$ cat src/rtl/ex_pkg.sv
// Shared definitions for the RV32IM execute stage: ALU opcodes, divider
// state encoding and control-bus bit positions.
package ex_pkg;

  localparam int XLEN = 32;

  localparam logic [4:0] ALU_ADD    = 5'd0;
  localparam logic [4:0] ALU_SUB    = 5'd1;
  localparam logic [4:0] ALU_SLL    = 5'd2;
  localparam logic [4:0] ALU_SLT    = 5'd3;
  localparam logic [4:0] ALU_SLTU   = 5'd4;
  localparam logic [4:0] ALU_XOR    = 5'd5;
  localparam logic [4:0] ALU_SRL    = 5'd6;
  localparam logic [4:0] ALU_SRA    = 5'd7;
  localparam logic [4:0] ALU_OR     = 5'd8;
  localparam logic [4:0] ALU_AND    = 5'd9;
  localparam logic [4:0] ALU_PASSB  = 5'd10;
  localparam logic [4:0] ALU_MUL    = 5'd11;
  localparam logic [4:0] ALU_MULH   = 5'd12;
  localparam logic [4:0] ALU_MULHSU = 5'd13;
  localparam logic [4:0] ALU_MULHU  = 5'd14;
  localparam logic [4:0] ALU_DIV    = 5'd16;
  localparam logic [4:0] ALU_DIVU   = 5'd17;
  localparam logic [4:0] ALU_REM    = 5'd18;
  localparam logic [4:0] ALU_REMU   = 5'd19;

  localparam int MEMREAD  = 4;
  localparam int MEMWRITE = 3;

  typedef enum logic [1:0] {
    ST_IDLE = 2'd0,
    ST_DIV  = 2'd1,
    ST_DONE = 2'd2
  } div_state_e;

  function automatic logic is_div_op(input logic [4:0] op);
    return (op == ALU_DIV) || (op == ALU_DIVU) || (op == ALU_REM) || (op == ALU_REMU);
  endfunction

endpackage

$ cat src/rtl/ex_if.sv
// Decode-to-EX inputs and EX/MEM register outputs of the execute stage.
interface ex_if;

  logic        valid_ex;
  logic        flush_ex;
  logic [4:0]  alu_op;
  logic        alu_src;
  logic [4:0]  ctrl_ex;
  logic [31:0] rs1_data;
  logic [31:0] rs2_data;
  logic [31:0] imm;
  logic [31:0] pc4_ex;
  logic [4:0]  rd_ex;

  logic        stall_ex;
  logic [4:0]  ctrl_mem;
  logic [31:0] rd_mem;
  logic [31:0] pc4_mem;
  logic [31:0] alu_result;
  logic [31:0] write_data;

  modport master (
    output valid_ex, flush_ex, alu_op, alu_src, ctrl_ex,
           rs1_data, rs2_data, imm, pc4_ex, rd_ex,
    input  stall_ex, ctrl_mem, rd_mem, pc4_mem, alu_result, write_data
  );

  modport slave (
    input  valid_ex, flush_ex, alu_op, alu_src, ctrl_ex,
           rs1_data, rs2_data, imm, pc4_ex, rd_ex,
    output stall_ex, ctrl_mem, rd_mem, pc4_mem, alu_result, write_data
  );

endinterface

$ cat src/rtl/div_iter.sv
// Restoring unsigned 32/32 divider, one quotient bit per cycle over 32 cycles.
module div_iter (
  input  logic        clk,
  input  logic        reset_n,
  input  logic        start,
  input  logic        abort,
  input  logic [31:0] dividend,
  input  logic [31:0] divisor,
  output logic        busy,
  output logic        done,
  output logic [31:0] quotient,
  output logic [31:0] remainder
);

  logic        busy_q, busy_d;
  logic [4:0]  count_q, count_d;
  logic [31:0] quo_q, quo_d;
  logic [31:0] rem_q, rem_d;
  logic [31:0] dvs_q, dvs_d;
  logic [32:0] rem_shift;
  logic [32:0] diff;

  always_comb begin
    busy_d    = busy_q;
    count_d   = count_q;
    quo_d     = quo_q;
    rem_d     = rem_q;
    dvs_d     = dvs_q;
    // The dividend shifts out of quo_q MSB-first while quotient bits fill in at the LSB.
    rem_shift = {rem_q, quo_q[31]};
    diff      = rem_shift - {1'b0, dvs_q};
    if (abort) begin
      busy_d = 1'b0;
    end else if (start) begin
      busy_d  = 1'b1;
      count_d = 5'd0;
      quo_d   = dividend;
      rem_d   = 32'd0;
      dvs_d   = divisor;
    end else if (busy_q) begin
      if (diff[32]) begin
        rem_d = rem_shift[31:0];
        quo_d = {quo_q[30:0], 1'b0};
      end else begin
        rem_d = diff[31:0];
        quo_d = {quo_q[30:0], 1'b1};
      end
      count_d = count_q + 5'd1;
      if (count_q == 5'd31) busy_d = 1'b0;
    end
  end

  always_ff @(posedge clk or negedge reset_n) begin
    if (!reset_n) begin
      busy_q  <= 1'b0;
      count_q <= 5'd0;
    end else begin
      busy_q  <= busy_d;
      count_q <= count_d;
    end
  end

  always_ff @(posedge clk) begin
    quo_q <= quo_d;
    rem_q <= rem_d;
    dvs_q <= dvs_d;
  end

  assign busy      = busy_q;
  assign done      = busy_q && (count_q == 5'd31);
  assign quotient  = quo_q;
  assign remainder = rem_q;

endmodule

$ cat src/rtl/ex_stage.sv
// RV32IM execute stage: single-cycle ALU/multiplier, iterative divider with
// front-end stall, and the EX/MEM pipeline register.
module ex_stage
  import ex_pkg::*;
(
  input  logic clk,
  input  logic reset_n,
  ex_if.slave  bus
);

  div_state_e  state_q, state_d;
  logic [31:0] op_a, op_b;
  logic [4:0]  op;
  logic        div_signed, b_zero, ovf, special, div_req, start, stall, load;
  logic [31:0] a_mag, b_mag;
  logic        neg_quo_q, neg_quo_d, neg_rem_q, neg_rem_d;
  logic        div_busy, div_done;
  logic [31:0] div_quo, div_rem, quo_fix, rem_fix;
  logic signed [63:0] mul_a, mul_b, prod;
  logic [31:0] result;

  logic [4:0]  ctrl_q, ctrl_d;
  logic [31:0] rd_q, rd_d, pc4_q, pc4_d, res_q, res_d, wd_q, wd_d;

  assign op         = bus.alu_op;
  assign op_a       = bus.rs1_data;
  assign op_b       = bus.alu_src ? bus.imm : bus.rs2_data;
  assign div_signed = (op == ALU_DIV) || (op == ALU_REM);
  assign b_zero     = (op_b == 32'd0);
  assign ovf        = div_signed && (op_a == 32'h8000_0000) && (op_b == 32'hFFFF_FFFF);
  assign special    = b_zero || ovf;
  assign div_req    = bus.valid_ex && is_div_op(op) && !special;
  assign start      = (state_q == ST_IDLE) && div_req && !bus.flush_ex;
  assign stall      = !bus.flush_ex &&
                      (((state_q == ST_IDLE) && div_req) || (state_q == ST_DIV));
  assign a_mag      = (div_signed && op_a[31]) ? -op_a : op_a;
  assign b_mag      = (div_signed && op_b[31]) ? -op_b : op_b;
  assign neg_quo_d  = start ? (div_signed && (op_a[31] ^ op_b[31])) : neg_quo_q;
  assign neg_rem_d  = start ? (div_signed && op_a[31]) : neg_rem_q;
  assign quo_fix    = neg_quo_q ? -div_quo : div_quo;
  assign rem_fix    = neg_rem_q ? -div_rem : div_rem;

  div_iter u_div (
    .clk       (clk),
    .reset_n   (reset_n),
    .start     (start),
    .abort     (bus.flush_ex),
    .dividend  (a_mag),
    .divisor   (b_mag),
    .busy      (div_busy),
    .done      (div_done),
    .quotient  (div_quo),
    .remainder (div_rem)
  );

  always_comb begin
    state_d = state_q;
    if (bus.flush_ex) begin
      state_d = ST_IDLE;
    end else begin
      case (state_q)
        ST_IDLE: if (start) state_d = ST_DIV;
        ST_DIV:  if (div_done) state_d = ST_DONE;
                 else if (!div_busy) state_d = ST_IDLE;
        ST_DONE: state_d = ST_IDLE;
        default: state_d = ST_IDLE;
      endcase
    end
  end

  // High-half products come from sign- or zero-extending each operand to 64 bits.
  assign mul_a = {{32{((op == ALU_MULH) || (op == ALU_MULHSU)) && op_a[31]}}, op_a};
  assign mul_b = {{32{(op == ALU_MULH) && op_b[31]}}, op_b};
  assign prod  = mul_a * mul_b;

  always_comb begin
    result = 32'd0;
    case (op)
      ALU_ADD:    result = op_a + op_b;
      ALU_SUB:    result = op_a - op_b;
      ALU_SLL:    result = op_a << op_b[4:0];
      ALU_SLT:    result = {31'd0, $signed(op_a) < $signed(op_b)};
      ALU_SLTU:   result = {31'd0, op_a < op_b};
      ALU_XOR:    result = op_a ^ op_b;
      ALU_SRL:    result = op_a >> op_b[4:0];
      ALU_SRA:    result = $unsigned($signed(op_a) >>> op_b[4:0]);
      ALU_OR:     result = op_a | op_b;
      ALU_AND:    result = op_a & op_b;
      ALU_PASSB:  result = op_b;
      ALU_MUL:    result = prod[31:0];
      ALU_MULH, ALU_MULHSU, ALU_MULHU: result = prod[63:32];
      ALU_DIV, ALU_DIVU: result = b_zero ? 32'hFFFF_FFFF : (ovf ? 32'h8000_0000 : quo_fix);
      ALU_REM, ALU_REMU: result = b_zero ? op_a : (ovf ? 32'd0 : rem_fix);
      default:    result = 32'd0;
    endcase
  end

  // EX/MEM register: stalls, bubbles and flushes all load zeros.
  assign load   = bus.valid_ex && !stall && !bus.flush_ex;
  assign ctrl_d = load ? bus.ctrl_ex : 5'd0;
  assign rd_d   = load ? {27'd0, bus.rd_ex} : 32'd0;
  assign pc4_d  = load ? bus.pc4_ex : 32'd0;
  assign res_d  = load ? result : 32'd0;
  assign wd_d   = load ? bus.rs2_data : 32'd0;

  always_ff @(posedge clk or negedge reset_n) begin
    if (!reset_n) begin
      state_q <= ST_IDLE;
      ctrl_q  <= 5'd0;
      rd_q    <= 32'd0;
      pc4_q   <= 32'd0;
      res_q   <= 32'd0;
      wd_q    <= 32'd0;
    end else begin
      state_q <= state_d;
      ctrl_q  <= ctrl_d;
      rd_q    <= rd_d;
      pc4_q   <= pc4_d;
      res_q   <= res_d;
      wd_q    <= wd_d;
    end
  end

  always_ff @(posedge clk) begin
    neg_quo_q <= neg_quo_d;
    neg_rem_q <= neg_rem_d;
  end

  assign bus.stall_ex   = stall;
  assign bus.ctrl_mem   = ctrl_q;
  assign bus.rd_mem     = rd_q;
  assign bus.pc4_mem    = pc4_q;
  assign bus.alu_result = res_q;
  assign bus.write_data = wd_q;

endmodule
$ cat src/flat_wrapper.sv
// flat-port wrapper written by rule: the top's interface ports become plain ports
module ex_stage_flat import ex_pkg::*;
  (clk, reset_n, bus_valid_ex, bus_flush_ex, bus_alu_op, bus_alu_src, bus_ctrl_ex, bus_rs1_data, bus_rs2_data, bus_imm, bus_pc4_ex, bus_rd_ex, bus_stall_ex, bus_ctrl_mem, bus_rd_mem, bus_pc4_mem, bus_alu_result, bus_write_data);
  ex_if bus_i ();
  input  logic clk;
  input  logic reset_n;
  input wire logic [$bits(bus_i.valid_ex)-1:0] bus_valid_ex;
  input wire logic [$bits(bus_i.flush_ex)-1:0] bus_flush_ex;
  input wire logic [$bits(bus_i.alu_op)-1:0] bus_alu_op;
  input wire logic [$bits(bus_i.alu_src)-1:0] bus_alu_src;
  input wire logic [$bits(bus_i.ctrl_ex)-1:0] bus_ctrl_ex;
  input wire logic [$bits(bus_i.rs1_data)-1:0] bus_rs1_data;
  input wire logic [$bits(bus_i.rs2_data)-1:0] bus_rs2_data;
  input wire logic [$bits(bus_i.imm)-1:0] bus_imm;
  input wire logic [$bits(bus_i.pc4_ex)-1:0] bus_pc4_ex;
  input wire logic [$bits(bus_i.rd_ex)-1:0] bus_rd_ex;
  output wire logic [$bits(bus_i.stall_ex)-1:0] bus_stall_ex;
  output wire logic [$bits(bus_i.ctrl_mem)-1:0] bus_ctrl_mem;
  output wire logic [$bits(bus_i.rd_mem)-1:0] bus_rd_mem;
  output wire logic [$bits(bus_i.pc4_mem)-1:0] bus_pc4_mem;
  output wire logic [$bits(bus_i.alu_result)-1:0] bus_alu_result;
  output wire logic [$bits(bus_i.write_data)-1:0] bus_write_data;
  assign bus_i.valid_ex = bus_valid_ex;
  assign bus_i.flush_ex = bus_flush_ex;
  assign bus_i.alu_op = bus_alu_op;
  assign bus_i.alu_src = bus_alu_src;
  assign bus_i.ctrl_ex = bus_ctrl_ex;
  assign bus_i.rs1_data = bus_rs1_data;
  assign bus_i.rs2_data = bus_rs2_data;
  assign bus_i.imm = bus_imm;
  assign bus_i.pc4_ex = bus_pc4_ex;
  assign bus_i.rd_ex = bus_rd_ex;
  assign bus_stall_ex = bus_i.stall_ex;
  assign bus_ctrl_mem = bus_i.ctrl_mem;
  assign bus_rd_mem = bus_i.rd_mem;
  assign bus_pc4_mem = bus_i.pc4_mem;
  assign bus_alu_result = bus_i.alu_result;
  assign bus_write_data = bus_i.write_data;
  ex_stage u_core (.clk(clk), .reset_n(reset_n), .bus(bus_i));
endmodule
$ cat config.mk
export PLATFORM = sky130hd
export DESIGN_NAME = ex_stage_flat
export DESIGN_NICKNAME = d
export VERILOG_FILES = /design/src/rtl/ex_pkg.sv /design/src/rtl/ex_if.sv /design/src/rtl/div_iter.sv /design/src/rtl/ex_stage.sv /design/src/flat_wrapper.sv
export SDC_FILE = /design/constraint.sdc
export NUM_CORES = 2
export LEC_CHECK = 0
export CAP_MARGIN = 15
export CORE_MARGIN = 3
export CORE_UTILIZATION = 25
export CTS_BUF_LIST = sky130_fd_sc_hd__clkbuf_4
export DETAILED_ROUTE_END_ITERATION = 8
export REMOVE_ABC_BUFFERS = 1
export SYNTH_ARGS = -nofsm -noshare
export SYNTH_HDL_FRONTEND = slang
export SYNTH_SLANG_ARGS = --single-unit
$ cat constraint.sdc
create_clock -name clk -period 5.9 [get_ports clk]
set_input_delay 0.59 -clock clk [delete_from_list [all_inputs] [get_ports clk]]
set_output_delay 0.59 -clock clk [all_outputs]
set_load 0.1 [all_outputs]
* Yosys cells after proc, flatten, opt, wreduce, memory -nomap -nowiden
Cells that the tools add are included.
** Storage, ports and cells
- Register bits after elaboration :: 239
- Input bits :: 148
- Output and inout bits :: 134
- Word-level logic and storage cells :: 122
** Cells by class
- Add/subtract/negate cells :: 8
- Multiply operators :: 1
- Magnitude comparators :: 2
- Eq/ne operators :: 24
- Shifts and indexed selects :: 3
- Mux-type cells :: 31
- Bitwise logic cells :: 5
- Reduce and logical (&&, ||, !) cells :: 35
** Operators with widths (count)
- 32-bit 2-to-1 mux :: 16
- 32-bit case mux with 15 select lines :: 1
- 32-bit negation :: 4
- 32-bit == test (second input constant) :: 2
- 32-bit < comparator :: 2
- 33-bit by 33-bit multiplier with 64-bit output :: 1
- 5-bit by 4-bit == test with 1-bit output (second input constant) :: 7
- 33-bit by 32-bit subtractor with 33-bit output :: 1
- 32-bit adder :: 1
- 32-bit AND :: 1
- 32-bit zero test :: 1
- 32-bit bitwise OR :: 1
- 32-bit by 5-bit << shifter with 32-bit output :: 1
- 32-bit by 5-bit >> shifter with 32-bit output :: 1
- 32-bit by 5-bit >>> shifter with 32-bit output :: 1
- 32-bit subtractor :: 1
- 32-bit XOR :: 1
- 5-bit == test (second input constant) :: 5
- 5-bit by 3-bit == test with 1-bit output (second input constant) :: 4
- 5-bit 2-to-1 mux :: 4
- 1-bit logical AND :: 15
- 5-bit by 2-bit == test with 1-bit output (second input constant) :: 2
- 2-bit 2-to-1 mux :: 4
- 1-bit logical OR :: 7
- 16 further kinds :: 25

* Logic depth before layout (Yosys ltp)
- Depth after elaboration :: 14
- Gate-level depth with buffers :: 37

* Cells and area by module
A second synthesis with hierarchy kept.
** Second synthesis, totals
- Cell total of the unflattened synthesis :: 7128
- Area, all modules :: 59996.3 sq um
** By module, submodules not included
- ex_stage :: instances 1, cells each 6531, area an instance 53721.5 sq um
- div_iter :: instances 1, cells each 597, area an instance 6274.8 sq um

* Worst setup path before layout
OpenSTA, ideal clock, no wires.
- Path kind :: input -> register
- Start point :: input port bus_alu_src
- End point :: register u_core.res_q[28] (netlist: u_core.bus.alu_result[28])
- Setup time :: 129 ps
- Data arrival time :: 9987 ps
- Setup slack :: -4216 ps
- Cell stages on the path :: 36
- Buffers on the path :: 9
- Cell sequence :: buf_6 buf_8 buf_8 mux2i_4 buf_6 buf_2 buf_2 clkbuf_1 buf_1 nor2_1 fa_1 inv_1 fa_1 inv_1 fa_1 inv_1 fa_1 inv_1 fa_1 fa_1 fa_1 inv_1 fa_1 inv_1 ha_1 clkbuf_1 nand2_1 nor3_1 nand3_1 a211o_1 a32oi_1 o221ai_1 a21oi_1 a31oi_1 xor2_1 o22ai_1
** On the way
- Longest elaborated chain between the ends :: 13
** Ends and longest elaborated chain
- from (decl) :: line flat_wrapper.sv:10 : input wire logic [$bits(bus_i.alu_src)-1:0] bus_alu_src;
- 32-bit 2-to-1 mux (*) :: line ex_stage.sv:27 : assign op_b = bus.alu_src ? bus.imm : bus.rs2_data;
- branches (longest 11 deep; another with 33-bit by 33-bit multiplier with 64-bit output)
- 32-bit 2-to-1 mux (*) :: line ex_stage.sv:103 : assign res_d = load ? result : 32'd0;
- via u_core.res_d[28] :: line ex_stage.sv:23 : logic [31:0] rd_q, rd_d, pc4_q, pc4_d, res_q, res_d, wd_q, wd_d;
- to (signal assigned) :: line ex_stage.sv:119 : res_q <= res_d;
- to (decl) :: line ex_stage.sv:23
Mark *: on every way through the listed nets, which the timed path passes.
A chain may end at the register's enable or synchronous reset.

* Worst setup path after layout
- Start point :: input port bus_alu_src
- End point :: register u_core.res_q[20] (netlist: u_core.bus.alu_result[20])
The elaborated chain is that of the path after synthesis.

==> summary.md <==
| Metric | Value |
|---|---|
| Status | `finished with violations` |
| Failing checks | `setup timing` |
| Internal reg-to-reg setup slack | `1.62 ns` |
| Fill count | `~25k` |
| Max Fanout on Critical Path | `8` |
| Crit end category | `register` |
| 1st-pass router iterations | `6` |
| RSZ-0062 raised after global routing | `yes` |
| Final net count | `roughly 9.8k` |
| Avg Inst Size Synth | `approximately 8.5 sq um` |
| CTS buffer count | `just under 70` |
| Initial antenna violation count | `24` |
| Slowest CP cell | `fa_1` |
| Hold path startpoint | `bus_rs2_data[15]` |
| I/O Buffers | `~250` |
| CP Launch Point | `bus_alu_src` |
| Global-route wire length before repair | `433000 um` |
| Die width | `496 um` |
| Max_cap viols | `0` |
| WS Path Type | `in -> reg` |
| Clock Path Buffers | `3` |
| CTS tree | `yes` |
| Final wirelength | `~300000 um` |
| Hold EP | `u_core.bus.write_data[15]` |
| Row cnt | `roughly 180` |
| Hpwl dp | `250000 um` |
| IO Pins | `roughly 280` |
| CP Launch Type | `input pin` |
| Slew @ Worst Pin | `roughly 1.3 ns` |
| Number of global-route vias before repair | `between 60k and 70k` |
| Setup_tns | `-58.16 ns` |
| Placed Area | `73900 sq um` |
| DRC viols | `0` |
| GR Overflow Total | `0` |
| Library cells used by synthesis | `110` |
| Clock skew | `0.132 ns` |
| Average vias per placed instance | `5.04` |
| Tmin final | `around 8 ns` |
| Worst-Skew Late Latency | `just over 0.9 ns` |
| F_max | `~0.12 GHz` |
| Mapped Area | `60100 sq um` |
| GP Congestion | `approximately 1.0` |
| Post-DRT Antenna Nets | `0` |
| Main synth FF type | `dfrtp_1` |
| Delay of the slowest critical-path stage | `0.55 ns` |
| Pins Over Slew Limit | `0` |
| Synth warn | `0` |
| Drt wl/cell | `around 27 um` |
| Reg2Reg Depth | `14` |
| DIE AREA | `246000 sq um` |
| Async S/R FF share, synth | `0.538` |
| CTS root buffer | `clkbuf_4` |
| Die H | `between 400 and 500 um` |
| R2r endpoint | `u_core.u_div.remainder[15]` |
| CP required | `between 6 and 7 ns` |
| Setup Viol. Count Final | `32` |
| Seq cells post-synth | `approximately 210` |
| Final hold violation count | `0` |
| Clock sink total | `around 210` |
| Largest net degree at the start of global routing | `71` |
| Hold Path Depth | `2` |
| Sequential cell area fraction in the yosys report | `0.0965` |
| Core area | `239000 sq um` |
| Design area | `a little under 80000 sq um` |
| Worst min path class | `in -> reg` |
| P&R area growth vs syn | `31.4%` |
| Post-Synthesis Cells | `about 7.1k` |
| Final setup margin | `-2.12 ns` |
| Initial Utilization | `0.252` |
| Arrival time at the worst endpoint | `around 8.7 ns` |
| GRT Util Overall | `0.243` |
| EDFF count, synth | `98` |
| Worst-path clk slew | `0.06 ns` |
| Vias | `57.6k` |
| RR Startpoint | `u_core.u_div.quotient[31]` |
| DRT iter0 DRCs | `5720` |
| Fraction of layout cells with a size suffix above 1 | `0.226` |
| H-tree levels | `3` |
| Final worst path period share | `1.36` |
| Worst slew margin | `0.145` |
| WHS | `between 0.06 and 0.07 ns` |
sequential cells by signal, indices dropped and copies added, names as in the netlist:
signal / cells
u_core.bus.write_data: 32
u_core.bus.pc4_mem: 32
u_core.bus.ctrl_mem: 5
u_core.neg_rem_q: 1
u_core.bus.alu_result: 32
u_core.u_div.quotient: 32
u_core.state_q: 2
u_core.u_div.busy: 1
u_core.u_div.count_q: 5
u_core.bus.rd_mem: 5
u_core.neg_quo_q: 1
u_core.u_div.remainder: 32
u_core.u_div.dvs_q: 32
how the worst max path moves through the flow:
stage	to	slack, ns	cells after the start
after floorplan	u_core.bus.alu_result[28]	-7.13	29
after global placement	u_core.bus.alu_result[31]	-4.32	31
after detailed placement	u_core.bus.alu_result[31]	-4.18	31
after CTS	u_core.bus.alu_result[31]	-2.01	32
after global routing	u_core.bus.alu_result[28]	-2.21	35
final	u_core.bus.alu_result[20]	-2.12	34
timing repair:
item,in CTS,in global routing
gates cloned,9,5
pin swaps,205,163
setup endpoints to repair,32,32
endpoints found under the hold margin,44,0
setup buffers,89,40
gates resized for setup,441,259
hold buffers,1,0
Yosys cell counts, types with 13 or more instances:
library cell	count	area (sq um)
o21a_1	25	188
a221oi_1	32	280
nor2b_1	27	169
mux2i_1	156	1560
dfrtp_1	114	2850
and3_1	30	188
nand3_1	56	280
or2_2	16	100
a221o_1	13	130
nand4_1	33	206
nor4_1	24	150
nor2_1	566	2120
nand2_1	1029	3860
o21ai_0	222	1110
o31ai_1	39	293
a211oi_1	49	368
o21bai_1	23	173
o22ai_1	36	225
a31oi_1	59	369
or3_1	24	150
o211ai_1	47	353
buf_1	44	165
fa_1	1128	22600
a22oi_1	25	188
mux2_2	21	236
a21oi_1	273	1370
nand2b_1	30	188
buf_4	32	240
and2_1	97	607
clkbuf_1	317	1190
nand3b_1	15	113
edfxtp_1	98	2940
xnor2_1	158	1380
inv_1	1321	4960
or4_1	16	120
a21o_1	49	368
a2111oi_0	18	158
xor2_1	65	569
ha_1	348	4350
nor3_1	98	490
o221ai_1	26	228
buf_2	48	240
cells in the final DEF, fill, tap and decap left out, drive strengths merged, types with 23 or more instances in the layout:
cell type | netlist | final
xor2 | 65 | 65
a2111oi | 23 | 23
ha | 348 | 348
a31oi | 59 | 59
a22oi | 25 | 25
buf | 133 | 1241
xnor2 | 158 | 158
fa | 1128 | 1128
o221ai | 26 | 26
o211ai | 47 | 47
a21oi | 274 | 274
or3 | 25 | 25
nor2b | 27 | 27
a221oi | 33 | 33
o21a | 25 | 25
o31ai | 42 | 42
dfrtp | 114 | 114
mux2i | 164 | 164
nor4 | 28 | 28
nand3 | 59 | 59
edfxtp | 98 | 98
clkbuf | 317 | 97
o22ai | 36 | 36
nand2b | 30 | 30
a21o | 49 | 49
inv | 1334 | 1333
a211oi | 49 | 49
nor2 | 568 | 568
nand4 | 34 | 34
o21bai | 23 | 23
clkinv | 11 | 25
o21ai | 229 | 229
and3 | 30 | 30
clkdlybuf4s50 | 0 | 186
nor3 | 100 | 100
and2 | 100 | 100
nand2 | 1030 | 1030
conb | 1 | 27
through the flow:
step           std cells  setup WS (ns)   util
2_1_floorplan       6653          -7.13      -
3_3_place_gp       11200          -4.32  0.310
3_5_place_dp       11200          -4.18  0.310
4_1_cts            11400          -2.01  0.325
5_1_grt            11400          -2.21  0.331
6_report           11400          -2.12  0.331
cell families (layout without fill, tap and decap cells):
logic type | after synthesis | after routing | share of synthesized area
fa+ha+maj | 1476 | 1476 | 0.448
flops | 212 | 212 | 0.0965
mux | 193 | 193 | 0.0352
other cells | 1 | 41 | 0.0000624
buf+inv | 1795 | 2924 | 0.116
compound gates | 1066 | 1066 | 0.117
xor+xnor | 224 | 224 | 0.0329
simple gates | 2110 | 2110 | 0.154
final cells by class:
cell class,count,area (sq um),area share
Tap cell,3167,3960,0.0502
Antenna cell,14,35.0,0.000444
Sequential cell,212,5800,0.0734
Clock buffer,92,691,0.00875
Inverter,1345,5150,0.0652
Multi-Input combinational cell,5096,49700,0.630
Timing Repair Buffer,1467,13500,0.170
Clock inverter,20,131,0.00166
critical path, delay by kind of cell:
kind                     cells  cell delay (ns)
adder cells (fa/ha/maj)      9             4.30
buffers and inverters       14             1.70
AO/OA/AOI/OAI                3             0.83
AND/OR/NAND/NOR              6             0.69
multiplexers                 1             0.37
XOR/XNOR                     1             0.16
routing by layer:
metal  up-vias  track usage  wire (um)
met5         -            0         72
met4        14        0.134      20800
met3       669       0.0486      26300
met2      2765        0.380     135000
met1     29500        0.315     123000
li1      24600            -          -
Power is not shown: default switching activity piles up to over one toggle a cycle in this logic, so the estimate is an artifact.
